<file path="src/rtl/riscv_pkg.sv">
// rtl/riscv_pkg.sv - shared encodings and widths for the unified-memory arbiter
package riscv_pkg;
  localparam int AW = 32;
  localparam int DW = 32;

  typedef enum logic [1:0] {
    IDLE  = 2'd0,
    ISSUE = 2'd1,
    WAIT  = 2'd2
  } arb_state_e;

  typedef enum logic {
    OWN_IF = 1'b0,
    OWN_LS = 1'b1
  } owner_e;
endpackage

</file>
<file path="src/rtl/arb_prio.sv">
// rtl/arb_prio.sv - LS-priority winner selection with IF anti-starvation counter
module arb_prio #(
  parameter int STARVE_MAX = 3
) (
  input  logic clk,
  input  logic rst_n,
  input  logic arb_en,
  input  logic if_valid,
  input  logic ls_valid,
  output logic grant_if,
  output logic grant_ls
);
  import riscv_pkg::*;

  localparam int SW = $clog2(STARVE_MAX + 1);
  localparam logic [SW-1:0] SMAX = SW'(STARVE_MAX);

  logic [SW-1:0] starve_cnt_q, starve_cnt_d;
  logic          if_forced;

  always_comb begin
    if_forced    = if_valid && (starve_cnt_q == SMAX);
    grant_ls     = arb_en && ls_valid && !if_forced;
    grant_if     = arb_en && if_valid && !grant_ls;
    starve_cnt_d = starve_cnt_q;
    // LS can only beat a valid IF while below the limit, so the increment never wraps
    if (arb_en) begin
      if (if_valid && grant_ls) starve_cnt_d = starve_cnt_q + 1'b1;
      else                      starve_cnt_d = '0;
    end
  end

  always_ff @(posedge clk or negedge rst_n) begin
    if (!rst_n) starve_cnt_q <= '0;
    else        starve_cnt_q <= starve_cnt_d;
  end
endmodule

</file>
<file path="src/rtl/mem_arbiter.sv">
// rtl/mem_arbiter.sv - shares one memory port between fetch and load/store, one transaction at a time
module mem_arbiter #(
  parameter int AW         = riscv_pkg::AW,
  parameter int DW         = riscv_pkg::DW,
  parameter int MEM_LAT    = 1,
  parameter int STARVE_MAX = 3
) (
  input  logic          clk,
  input  logic          rst_n,
  input  logic          if_req_valid,
  output logic          if_req_ready,
  input  logic [AW-1:0] if_addr,
  input  logic          if_flush,
  output logic          if_rsp_valid,
  output logic [DW-1:0] if_rsp_data,
  input  logic          ls_req_valid,
  output logic          ls_req_ready,
  input  logic [AW-1:0] ls_addr,
  input  logic          ls_wren,
  input  logic [DW-1:0] ls_wdata,
  input  logic [3:0]    ls_bmask,
  output logic          ls_rsp_valid,
  output logic [DW-1:0] ls_rsp_data,
  output logic          mem_en,
  output logic          mem_wren,
  output logic [AW-1:0] mem_addr,
  output logic [DW-1:0] mem_wdata,
  output logic [3:0]    mem_bmask,
  input  logic [DW-1:0] mem_rdata
);
  import riscv_pkg::*;

  localparam int CW = $clog2(MEM_LAT + 1);
  localparam logic [CW-1:0] LAT_LOAD = CW'(MEM_LAT);
  localparam logic [CW-1:0] CNT_ONE  = CW'(1);

  generate
    if (MEM_LAT < 1 || MEM_LAT > 4) begin : g_bad_lat
      $fatal(1, "mem_arbiter: MEM_LAT must be in 1..4");
    end
  endgenerate

  arb_state_e    state_q, state_d;
  logic [CW-1:0] cnt_q, cnt_d;
  owner_e        owner_q, owner_d;
  logic [AW-1:0] addr_q, addr_d;
  logic          wren_q, wren_d;
  logic [DW-1:0] wdata_q, wdata_d;
  logic [3:0]    bmask_q, bmask_d;
  logic          flush_pending_q, flush_pending_d;

  logic rsp_cycle, arb_en, grant_if, grant_ls, accept;

  assign rsp_cycle = (state_q == WAIT) && (cnt_q == CNT_ONE);
  assign arb_en    = (state_q == IDLE) || rsp_cycle;
  assign accept    = grant_if || grant_ls;

  arb_prio #(.STARVE_MAX(STARVE_MAX)) u_arb_prio (
    .clk      (clk),
    .rst_n    (rst_n),
    .arb_en   (arb_en),
    .if_valid (if_req_valid),
    .ls_valid (ls_req_valid),
    .grant_if (grant_if),
    .grant_ls (grant_ls)
  );

  always_comb begin
    state_d         = state_q;
    cnt_d           = cnt_q;
    owner_d         = owner_q;
    addr_d          = addr_q;
    wren_d          = wren_q;
    wdata_d         = wdata_q;
    bmask_d         = bmask_q;
    flush_pending_d = flush_pending_q;

    case (state_q)
      IDLE:  if (accept) state_d = ISSUE;
      ISSUE: begin
        state_d = WAIT;
        cnt_d   = LAT_LOAD;
      end
      WAIT: begin
        cnt_d = cnt_q - 1'b1;
        if (rsp_cycle) state_d = accept ? ISSUE : IDLE;
      end
      default: state_d = IDLE;
    endcase

    if (accept) begin
      owner_d = grant_ls ? OWN_LS : OWN_IF;
      addr_d  = grant_ls ? ls_addr : if_addr;
      wren_d  = grant_ls && ls_wren;
      wdata_d = grant_ls ? ls_wdata : '0;
      bmask_d = grant_ls ? ls_bmask : 4'h0;
    end

    // A flush in the response cycle only kills that response; it never carries to the next fetch
    if (rsp_cycle) begin
      flush_pending_d = 1'b0;
    end else if (if_flush && (((owner_q == OWN_IF) && (state_q != IDLE)) || grant_if)) begin
      flush_pending_d = 1'b1;
    end
  end

  always_ff @(posedge clk or negedge rst_n) begin
    if (!rst_n) begin
      state_q         <= IDLE;
      cnt_q           <= '0;
      owner_q         <= OWN_IF;
      addr_q          <= '0;
      wren_q          <= 1'b0;
      wdata_q         <= '0;
      bmask_q         <= 4'h0;
      flush_pending_q <= 1'b0;
    end else begin
      state_q         <= state_d;
      cnt_q           <= cnt_d;
      owner_q         <= owner_d;
      addr_q          <= addr_d;
      wren_q          <= wren_d;
      wdata_q         <= wdata_d;
      bmask_q         <= bmask_d;
      flush_pending_q <= flush_pending_d;
    end
  end

  always_comb begin
    if_req_ready = grant_if;
    ls_req_ready = grant_ls;
    mem_en       = (state_q == ISSUE);
    mem_wren     = mem_en && wren_q;
    mem_addr     = addr_q;
    mem_wdata    = wdata_q;
    mem_bmask    = bmask_q;
    if_rsp_valid = rsp_cycle && (owner_q == OWN_IF) && !flush_pending_q && !if_flush;
    if_rsp_data  = if_rsp_valid ? mem_rdata : '0;
    ls_rsp_valid = rsp_cycle && (owner_q == OWN_LS);
    ls_rsp_data  = (ls_rsp_valid && !wren_q) ? mem_rdata : '0;
  end
endmodule

</file>
<file path="config.mk">
export PLATFORM = sky130hd
export DESIGN_NAME = mem_arbiter
export DESIGN_NICKNAME = d
export VERILOG_FILES = /design/src/rtl/riscv_pkg.sv /design/src/rtl/arb_prio.sv /design/src/rtl/mem_arbiter.sv
export SDC_FILE = /design/constraint.sdc
export NUM_CORES = 1
export LEC_CHECK = 0
export CAP_MARGIN = 40
export CORE_AREA = 2 2 108 110
export CTS_BUF_LIST = sky130_fd_sc_hd__clkbuf_8
export DETAILED_ROUTE_END_ITERATION = 6
export DIE_AREA = 0 0 110 112
export DONT_BUFFER_PORTS = 1
export SYNTH_ARGS = -nofsm -noshare
export SYNTH_HDL_FRONTEND = slang
export SYNTH_SLANG_ARGS = --single-unit
</file>
<file path="constraint.sdc">
create_clock -name clk -period 2.82 [get_ports clk]
set_input_delay 0.423 -clock clk [delete_from_list [all_inputs] [get_ports clk]]
set_output_delay 0.423 -clock clk [all_outputs]
set_load 0.02 [all_outputs]
</file>
==> impl_metrics.csv <==
group,metric,value,unit
critical_path,critical_path_arrival,2.11,ns
flow_run,drv.max_cap_violation_count,0,
global_route,grt_pass1_vias,2473,
yosys,synth.lib_cells_used.distinct,33,
drt,avgRoutedWirePerCell,22.7,um
yosys,synth-async-reset-ratio,100,%
place,gp_congestion,0.733,
layout,num-fill-cells,1068,
layout,layout-drive-gt1-share,31.1,%
drt,first_iter_violations,100,
drt,detailroute.via_count,2446,
floorplan,floorplan.die.width,110,um
yosys,adder_cell_area_share_of_the_yosys_netlist,1.62,%
sta,fmaxAchievable,395,MHz
yosys,synth-compound-area-share,11.3,%
yosys,synth_sequential_area_ratio,49.2,%
clocking,clkSlewWorstSetupHoldPaths,0.08,ns
clocking,post-cts-setup-buffer-count,0,
layout,syn_to_final_growth,8.44,%
critical_path,regToRegStartpoint,"state_q[0]$_DFFE_PN0P_",
clocking,clock_tree.buffer_depth,2,
drt,ant_nets,0,
clocking,root_buffer,"clkbuf_8",
yosys,yosysTopAreaCellShare,49.2,%
yosys,synthMuxAreaShare,20.2,%
global_route,globalRoute.totalOverflow,0,
clocking,htree_levels,3,
sta,finalMaxSlewViolations,0,
place,io_buffers,0,
yosys,synth_top_cells_by_area,"dfrtp_1 (49%), mux2_2 (15%), and2_1 (11%)",
place,post_dp_hpwl,7750,um
critical_path,regToRegEndpoint,"mem_addr[7]$_DFFE_PN0P_",
yosys,synthesis.yosys.warnings,0,
min_path,worst_hold_class,"in -> reg",
run_status,outcome,"finished, final reports clean",
min_path,terminating_pin_of_the_worst_hold_path,"mem_wdata[18]$_DFFE_PN0P_",
power_and_ir_drop,power-per-cell-area,1170,nW/um^2
global_route,number_of_antenna_violations_at_the_first_check_in_global_routing,0,
layout,finish.net_count,442,
yosys,largest_area_contributor_in_the_synthesized_netlist,"dfrtp_1",
critical_path,crit_path_start_kind,"flop",
global_route,global_route.usage.total,16.4,%
yosys,syn-instance-count,301,
yosys,synth.ff_latch_count,76,
clocking,latest_clock_arrival_within_the_worst_skew_pair,0.34,ns
floorplan,die_height,112,um
drt,postRouteWirelength,10100,um
sta,fin_worst_skew,0.00500,ns
critical_path,worst_r2r_path_depth,6,
critical_path,timing.critical_path.to_type,"output pin",
sta,post-route-period-util,89.7,%
sta,setup-violations-final,0,
power_and_ir_drop,max-vdd-ir-drop,0.497,mV
floorplan,start_util,34.6,%
critical_path,worst_reg2reg_setup_slack,0.68,ns
floorplan,i_o_pin_total,276,
yosys,synth_ff_type,"dfrtp_1",
sta,setup_repair_after_global_routing_missed_its_margin,"false",
power_and_ir_drop,report.power.total,4.89,mW
power_and_ir_drop,p_leak,1.88,nW
global_route,grt_pass1_wl,14600,um
critical_path,critical_path_peak_fanout,32,
clocking,cts_made_buffers,9,
yosys,post_synth_xor_area_fraction,0,%
layout,storage_element_area,1900,sq um
drt,avgViaCountPerCell,5.50,
clocking,clock_tree_from_tritoncts,"built",
yosys,synth_edf_count,0,
sta,actual_transition_at_the_worst_max_transition_pin,0.848,ns
layout,area_used_by_multi_input_combinational_logic,1780,sq um
floorplan,num_rows,39,
drt,drc,0,
critical_path,crit_type,"reg -> out",
min_path,hold_path_depth,1,
sta,final.setup.tns,0,ns
yosys,netlist_area,3870,sq um
sta,final_hold_viol_count,0,
yosys,synth_top_family_by_area,"multiplexers",
global_route,grt_max_degree,77,
drt,drt_pre_antenna_iters,4,
sta,fin_crit,2.53,ns
yosys,synth-simple-area-share,12.7,%
yosys,syn-mean-instance-area,12.8,sq um
critical_path,cp.required,2.40,ns
min_path,hp-start,"ls_wdata[18]",
floorplan,die_area,12300,sq um
sta,max-slew-margin-rel,43.2,%
layout,n_antenna_cell,0,
yosys,synth_nets,444,
clocking,numClockSinks,76,
floorplan,core_region_area,11200,sq um
-- worst max-delay path, stage by stage (launching register included) --
cell     delay, ns
dfrtp_1       0.41
inv_1         0.12
ha_1          0.26
and3_1        0.33
and2b_4       0.35
and2_1        0.29
-- how the worst max path moves through the flow --
| stage | start | end |
|---|---|---|
| after floorplan | state_q[0]$_DFFE_PN0P_ | ls_rsp_data[0] |
| after global placement | state_q[0]$_DFFE_PN0P_ | ls_rsp_data[1] |
| after detailed placement | state_q[0]$_DFFE_PN0P_ | ls_rsp_data[24] |
| after CTS | state_q[0]$_DFFE_PN0P_ | ls_rsp_data[24] |
| after global routing | state_q[0]$_DFFE_PN0P_ | ls_rsp_data[0] |
| final | state_q[0]$_DFFE_PN0P_ | ls_rsp_data[24] |
-- per-stage QoR --
| step | area [sq um] | hold WS (ns) | setup WS, ns | std cells | util (%) |
|---|---|---|---|---|---|
| 2_1_floorplan | 3870 | 0.127 | 0.739 | 301 | - |
| 3_3_place_gp | 3940 | 0.129 | 0.466 | 429 | 35.3 |
| 3_5_place_dp | 3940 | 0.129 | 0.352 | 429 | 35.3 |
| 4_1_cts | 4190 | 0.189 | 0.162 | 445 | 37.5 |
| 5_1_grt | 4190 | 0.177 | 0.0915 | 445 | 37.5 |
| 6_report | 4190 | 0.217 | 0.291 | 445 | 37.5 |
-- cell usage after synthesis, types with 3 or more instances --
master	instances
clkbuf_1	7
o21ai_0	3
mux2_2	51
and2_1	66
inv_1	4
nand2_1	3
buf_6	10
a22o_1	37
ha_1	5
mux2_4	13
dfrtp_1	76
-- cell usage in the layout (no fill, tap or decap), types with 3 or more instances in the layout --
cell type,n
nand2_1,3
mux2_2,51
ha_1,5
and2_1,65
inv_1,4
dfrtp_1,76
mux2_4,13
o21ai_0,3
buf_4,6
clkbuf_8,10
a22o_1,37
-- cell families after synthesis --
logic type                 Yosys count
buffers and inverters               26
muxes                               65
DFF                                 76
and+or+nand+nor                     78
adders and majority gates            5
AOI/OAI and AO/OA                   51
-- cell type report --
cell class                 count  area share [%]
multi-input combinational    199            42.5
sequential                    76            45.3
timing repair buffer           9            2.45
tap                          143            4.27
clock buffer                  10            3.28
inverter                       4           0.358
clock inverter                 4            1.76
-- report_power, final --
group          internal (mW)  leakage [nW]  switching, mW
clock                  0.515         0.109          0.388
combinational          0.702         0.836          0.728
sequential              1.59         0.931          0.969
-- metal layers --
metal  vias up  wire length (um)  global-route usage [%]  part of all wire, %
met5         -                 0                       0                    0
met4         0               163                    5.99                  1.6
met3        10              1100                    6.44                   11
met2       185              5310                    28.4                   53
met1      1202              3530                    17.8                   35
li1       1049                 -                       -                    -
-- registers in the layout (all words and copies together), names as in the netlist --
signal / count
cnt_q: 1
mem_bmask: 4
mem_addr: 32
flush_pending_q: 1
u_arb_prio.starve_cnt_q: 2
mem_wdata: 32
wren_q: 1
state_q: 2
owner_q: 1
-- timing repair --
item                                    4_1_cts  5_1_grt
hold buffers                                  2        0
gates cloned                                  0        0
endpoints found under the setup margin       32       31
hold endpoints to repair                     76        0
gates resized for setup                       1        1
Note: power is estimated with default switching activity, not from simulation.
==> RTL change 1 (same flow settings) <==
Reset style: synchronous (`rst_n`), changed in 2 clocked blocks.
--- a/src/rtl/arb_prio.sv
+++ b/src/rtl/arb_prio.sv
@@ -32,3 +32,3 @@
 
-  always_ff @(posedge clk or negedge rst_n) begin
+  always_ff @(posedge clk) begin
     if (!rst_n) starve_cnt_q <= '0;
--- a/src/rtl/mem_arbiter.sv
+++ b/src/rtl/mem_arbiter.sv
@@ -106,3 +106,3 @@
 
-  always_ff @(posedge clk or negedge rst_n) begin
+  always_ff @(posedge clk) begin
     if (!rst_n) begin
Function: differs if rst_n is asserted again (counterexample within 4 cycles, from zero or initial values and one cycle with rst_n low); with rst_n held inactive, the same outputs for 10 cycles.
==> RTL change 1 against the unedited design <==
Sequential cell count unchanged. Routed wire length up 21%. Utilization down 0.71 points. Sequential share of layout area down 8.4 points. Largest cell class is now multi-input combinational cells. Global-route usage up 1.4 points. Worst setup slack worse by 0.063 ns. Synthesized area down 0.97%. Highest routed layer is now met5. Cell count up 36%. Final area down 1.9%. Maximum frequency down 2.4%. Register-to-register slack worse by 0.03 ns.
Power is not compared: it rests on default switching activity, and its combinational part moved more than twofold at a synthesized area within 25%.
==> RTL change 1: results (changes against the unedited design) <==
metric	value	unit	change
Seq/Total Area, Yosys	0.397		was 0.492
pre-CTS setup slack	0.410	ns	was 0.352 ns
Post-Synth Adder-Cell Area	0.0163		was 0.0162
main area contributors after synthesis	dfxtp_1 (40%), and2_1 (11%), a21oi_1 (9.4%)		was dfrtp_1 (49%), mux2_2 (15%), and2_1 (11%)
Fill cells	1155		was 1,068
placed inst area	3910	um^2	was 3940 um^2
largest net degree at the start of global routing	49		was 77
worst skew pair latency	0.35	ns	
R2R Path End	mem_addr[25]$_SDFFE_PN0P_		was mem_addr[7]$_DFFE_PN0P_
Leak	1.42	nW	
M1 wire length	5180	um	was 3530 um
CTS Buffer Depth	2		unchanged
Compound-Gate Fraction of Synth Area	0.284		was 0.113
first-pass GRT wire length	17100	um	was 14,600 um
post-route setup slack	0.228	ns	was 0.291 ns
CP max-delay cell	dfxtp_1		was dfrtp_1
Top Family by Delay on Critical Path	simple AND/OR/NAND/NOR gates		unchanged
crit-path max FO	21		was 32
R2R cell count	6		unchanged
Hold Path Origin	rst_n		was ls_wdata[18]
Largest stage delay, worst path	0.34	ns	was 0.41 ns
Num CTS Buffers	9		unchanged
fraction of layout instances using a drive strength above 1	0.0873		was 0.311
reg-to-reg slack, setup	0.65	ns	was 0.68 ns
HPWL after detailed placement	8750	um	was 7750 um
Critical path destination	if_rsp_data[25]		was ls_rsp_data[24]
met1 track demand over resource	0.232		was 0.178
number of global-route vias before repair	3105		was 2,473
ys async rst share	0		was 1.00
gpl congestion	0.961		was 0.733
Routed wire per std cell	20.3	um	was 22.7 um
post-synthesis net count	626		was 444
nets	597		was 442
DR iter-0 viols	281		was 100
antenna violations before repair	1		was 0
global-route usage over all layers	0.178		was 0.164
Post-synth top cells	dfxtp_1 (76), a21oi_1 (72), o21ai_0 (71)		was dfrtp_1 (76), and2_1 (66), mux2_2 (51)
met2 usage	0.269		was 0.284
Worst Path Arrival	2.17	ns	was 2.11 ns
mux cell area share after synthesis	0		was 0.202
Port Buf Inserts	0		unchanged
Hold Crit Class	input port to flop		unchanged
Tightest Pin Transition	0.619	ns	was 0.848 ns
met3 usage	0.0603		was 0.0644
Reg area	1520	um^2	was 1900 um^2
worst r2r src	state_q[0]$_SDFFE_PN0P_		was state_q[0]$_DFFE_PN0P_
WL met2	5570	um	was 5310 um
met3 wire length	1210	um	was 1100 um
status	finished, final reports clean		unchanged
vias per cell	5.95		was 5.50
root cell of the clock tree	clkbuf_8		unchanged
Worst VDD drop	0.336	mV	
top layer in use	met5		was met4
Synth cell types	36		was 33
Clock Skews	0.00525	ns	was 0.00500 ns
H-Tree Depth	3		unchanged
Hold EP	state_q[1]$_SDFFE_PN0P_		was mem_wdata[18]$_DFFE_PN0P_
post_cts resized	0		was 1
[RTL change 1: where the power goes]
group / internal, mW / switching [mW] / total (mW)
clock network: 0.404 / 0.427 / 0.830
logic: 0.233 / 0.449 / 0.682
registers: 1.22 / 0.273 / 1.50
total: 1.86 / 1.15 / 3.01
[RTL change 1: timing repair]
action,4_1_cts,5_1_grt
setup endpoints to repair,0,20
hold buffers,0,0
buffers inserted,0,1
[RTL change 1: metrics by stage]
stage / hold slack, ns / cells
after floorplan: 0.436 / 483
after global placement: 0.443 / 585
after detailed placement: 0.463 / 585
after CTS: 0.165 / 600
after global routing: 0.174 / 601
final: 0.187 / 603
[RTL change 1: area by class of cell]
cell class	instances	area share
clock inverter	6	0.0161
antenna	2	0.00122
clock buffer	9	0.0301
inverter	3	0.00274
tap	143	0.0435
sequential	76	0.370
timing repair buffer	15	0.0304
multi-input combinational	349	0.506
==> RTL change 2 (config.mk and constraints unchanged) <==
Without the edit above. `MEM_LAT`: 1 -> 2.
--- a/src/rtl/mem_arbiter.sv
+++ b/src/rtl/mem_arbiter.sv
@@ -4,3 +4,3 @@
   parameter int DW         = riscv_pkg::DW,
-  parameter int MEM_LAT    = 1,
+  parameter int MEM_LAT    = 2,
   parameter int STARVE_MAX = 3
Check against the original RTL: not equivalent (a bounded check fails within 4 cycles, from zero or initial values and one cycle with rst_n low).
==> RTL change 2 against the unedited design <==
First-iteration DRC count down 16%. Cell count up 1.3%. Routed wire length down 6.4%. Worst setup slack better by 0.057 ns. Sequential cell count up 1. Synthesized area down 0.49%. Final area down 1.2%. Utilization down 0.44 points. Combinational power down 17%. Total power down 6.1%. Hold slack worse by 0.0068 ns.
==> RTL change 2: results (changes against the unedited design) <==
metric	value	unit	change
status	finished, final reports clean		unchanged
main area contributors after synthesis	dfrtp_1 (50%), mux2_2 (18%), and2_1 (11%)		was dfrtp_1 (49%), mux2_2 (15%), and2_1 (11%)
Hold EP	mem_bmask[2]$_DFFE_PN0P_		was mem_wdata[18]$_DFFE_PN0P_
CP max-delay cell	dfrtp_1		unchanged
Tightest Pin Transition	0.903	ns	was 0.848 ns
Clock Skews	0.00850	ns	was 0.00500 ns
Fill cells	1085		was 1,068
fraction of layout instances using a drive strength above 1	0.292		was 0.311
Post-synth top cells	dfrtp_1 (77), and2_1 (67), mux2_2 (63)		was dfrtp_1 (76), and2_1 (66), mux2_2 (51)
mux cell area share after synthesis	0.187		was 0.202
number of global-route vias before repair	2564		was 2,473
global-route usage over all layers	0.153		was 0.164
Post-Synth Adder-Cell Area	0.0195		was 0.0162
Leak	1.83	nW	was 1.88 nW
Inst Count DP	434		was 429
Worst VDD drop	0.673	mV	was 0.497 mV
pre-CTS setup slack	0.665	ns	was 0.352 ns
R2R Path End	mem_addr[1]$_DFFE_PN0P_		was mem_addr[7]$_DFFE_PN0P_
f_max	405	MHz	was 395 MHz
WHS Path Cells	1		unchanged
top cell type's share of synthesized area	0.501		was 0.492
post-synthesis net count	451		was 444
vias per cell	5.43		was 5.50
Hold Path Origin	ls_bmask[2]		was ls_wdata[18]
Synth cell types	31		was 33
HPWL after detailed placement	7240	um	was 7750 um
worst hold slack	0.211	ns	was 0.217 ns
final WL	9460	um	was 10,100 um
yosys warns	0		unchanged
sw frac	0.431		was 0.427
DR iter-0 viols	84		was 100
post_cts resized	0		was 1
Via Count	2447		was 2,446
gpl congestion	0.709		was 0.733
Compound-Gate Fraction of Synth Area	0.119		was 0.113
Port Buf Inserts	0		unchanged
Worst Path Arrival	2.05	ns	was 2.11 ns
largest net degree at the start of global routing	78		was 77
Seq/Total Area, Yosys	0.501		was 0.492
first-pass GRT wire length	14100	um	was 14,600 um
placed inst area	3940	um^2	about the same
==> RTL change 2: per-layer routing <==
metal | track usage | part of all wire | up-vias | wire (um)
met5 | 0 | 0 | - | 0
met4 | 0.0641 | 0.019 | 0 | 182
met3 | 0.0550 | 0.11 | 11 | 1010
met2 | 0.265 | 0.52 | 172 | 4880
met1 | 0.166 | 0.36 | 1192 | 3390
li1 | - | - | 1072 | -
==> RTL change 2: power groups by stage <==
stage | clock network [mW] | logic [mW] | registers (mW)
2_1_floorplan | 0 | 1.03 | 2.56
3_5_place_dp | 0 | 1.18 | 2.71
3_3_place_gp | 0 | 1.14 | 2.71
4_1_cts | 0.751 | 1.21 | 2.71
5_1_grt | 0.793 | 1.32 | 2.76
6_report | 0.715 | 1.19 | 2.69
==> RTL change 2: timing repair <==
item	in CTS	in global routing
hold buffers	2	0
setup buffers	0	0
hold endpoints to repair	77	0
==> RTL change 2: cells by family (layout without fill, tap and decap cells) <==
family | count (synthesis) | after routing
buffers and inverters | 28 | 29
multiplexers | 64 | 64
AO/OA/AOI/OAI | 54 | 54
adder cells (fa/ha/maj) | 6 | 6
AND/OR/NAND/NOR | 78 | 78
flip-flops | 77 | 77
==> RTL change 2: cell type report <==
type | instances | area, um^2 | area share
clock buffer | 10 | 138 | 0.0332
inverter | 6 | 22.5 | 0.00543
tap | 143 | 179 | 0.0432
timing repair buffer | 8 | 95.1 | 0.0229
clock inverter | 5 | 28.8 | 0.00694
multi-input combinational | 202 | 1760 | 0.423
sequential | 77 | 1930 | 0.465
==> RTL change 2: worst register-to-register path, cell delays in order (launching register included) <==
cell	delay, ns
dfrtp_1	0.37
inv_1	0.08
ha_1	0.26
a21o_1	0.27
o21ai_4	0.35
buf_12	0.32
mux2_2	0.37
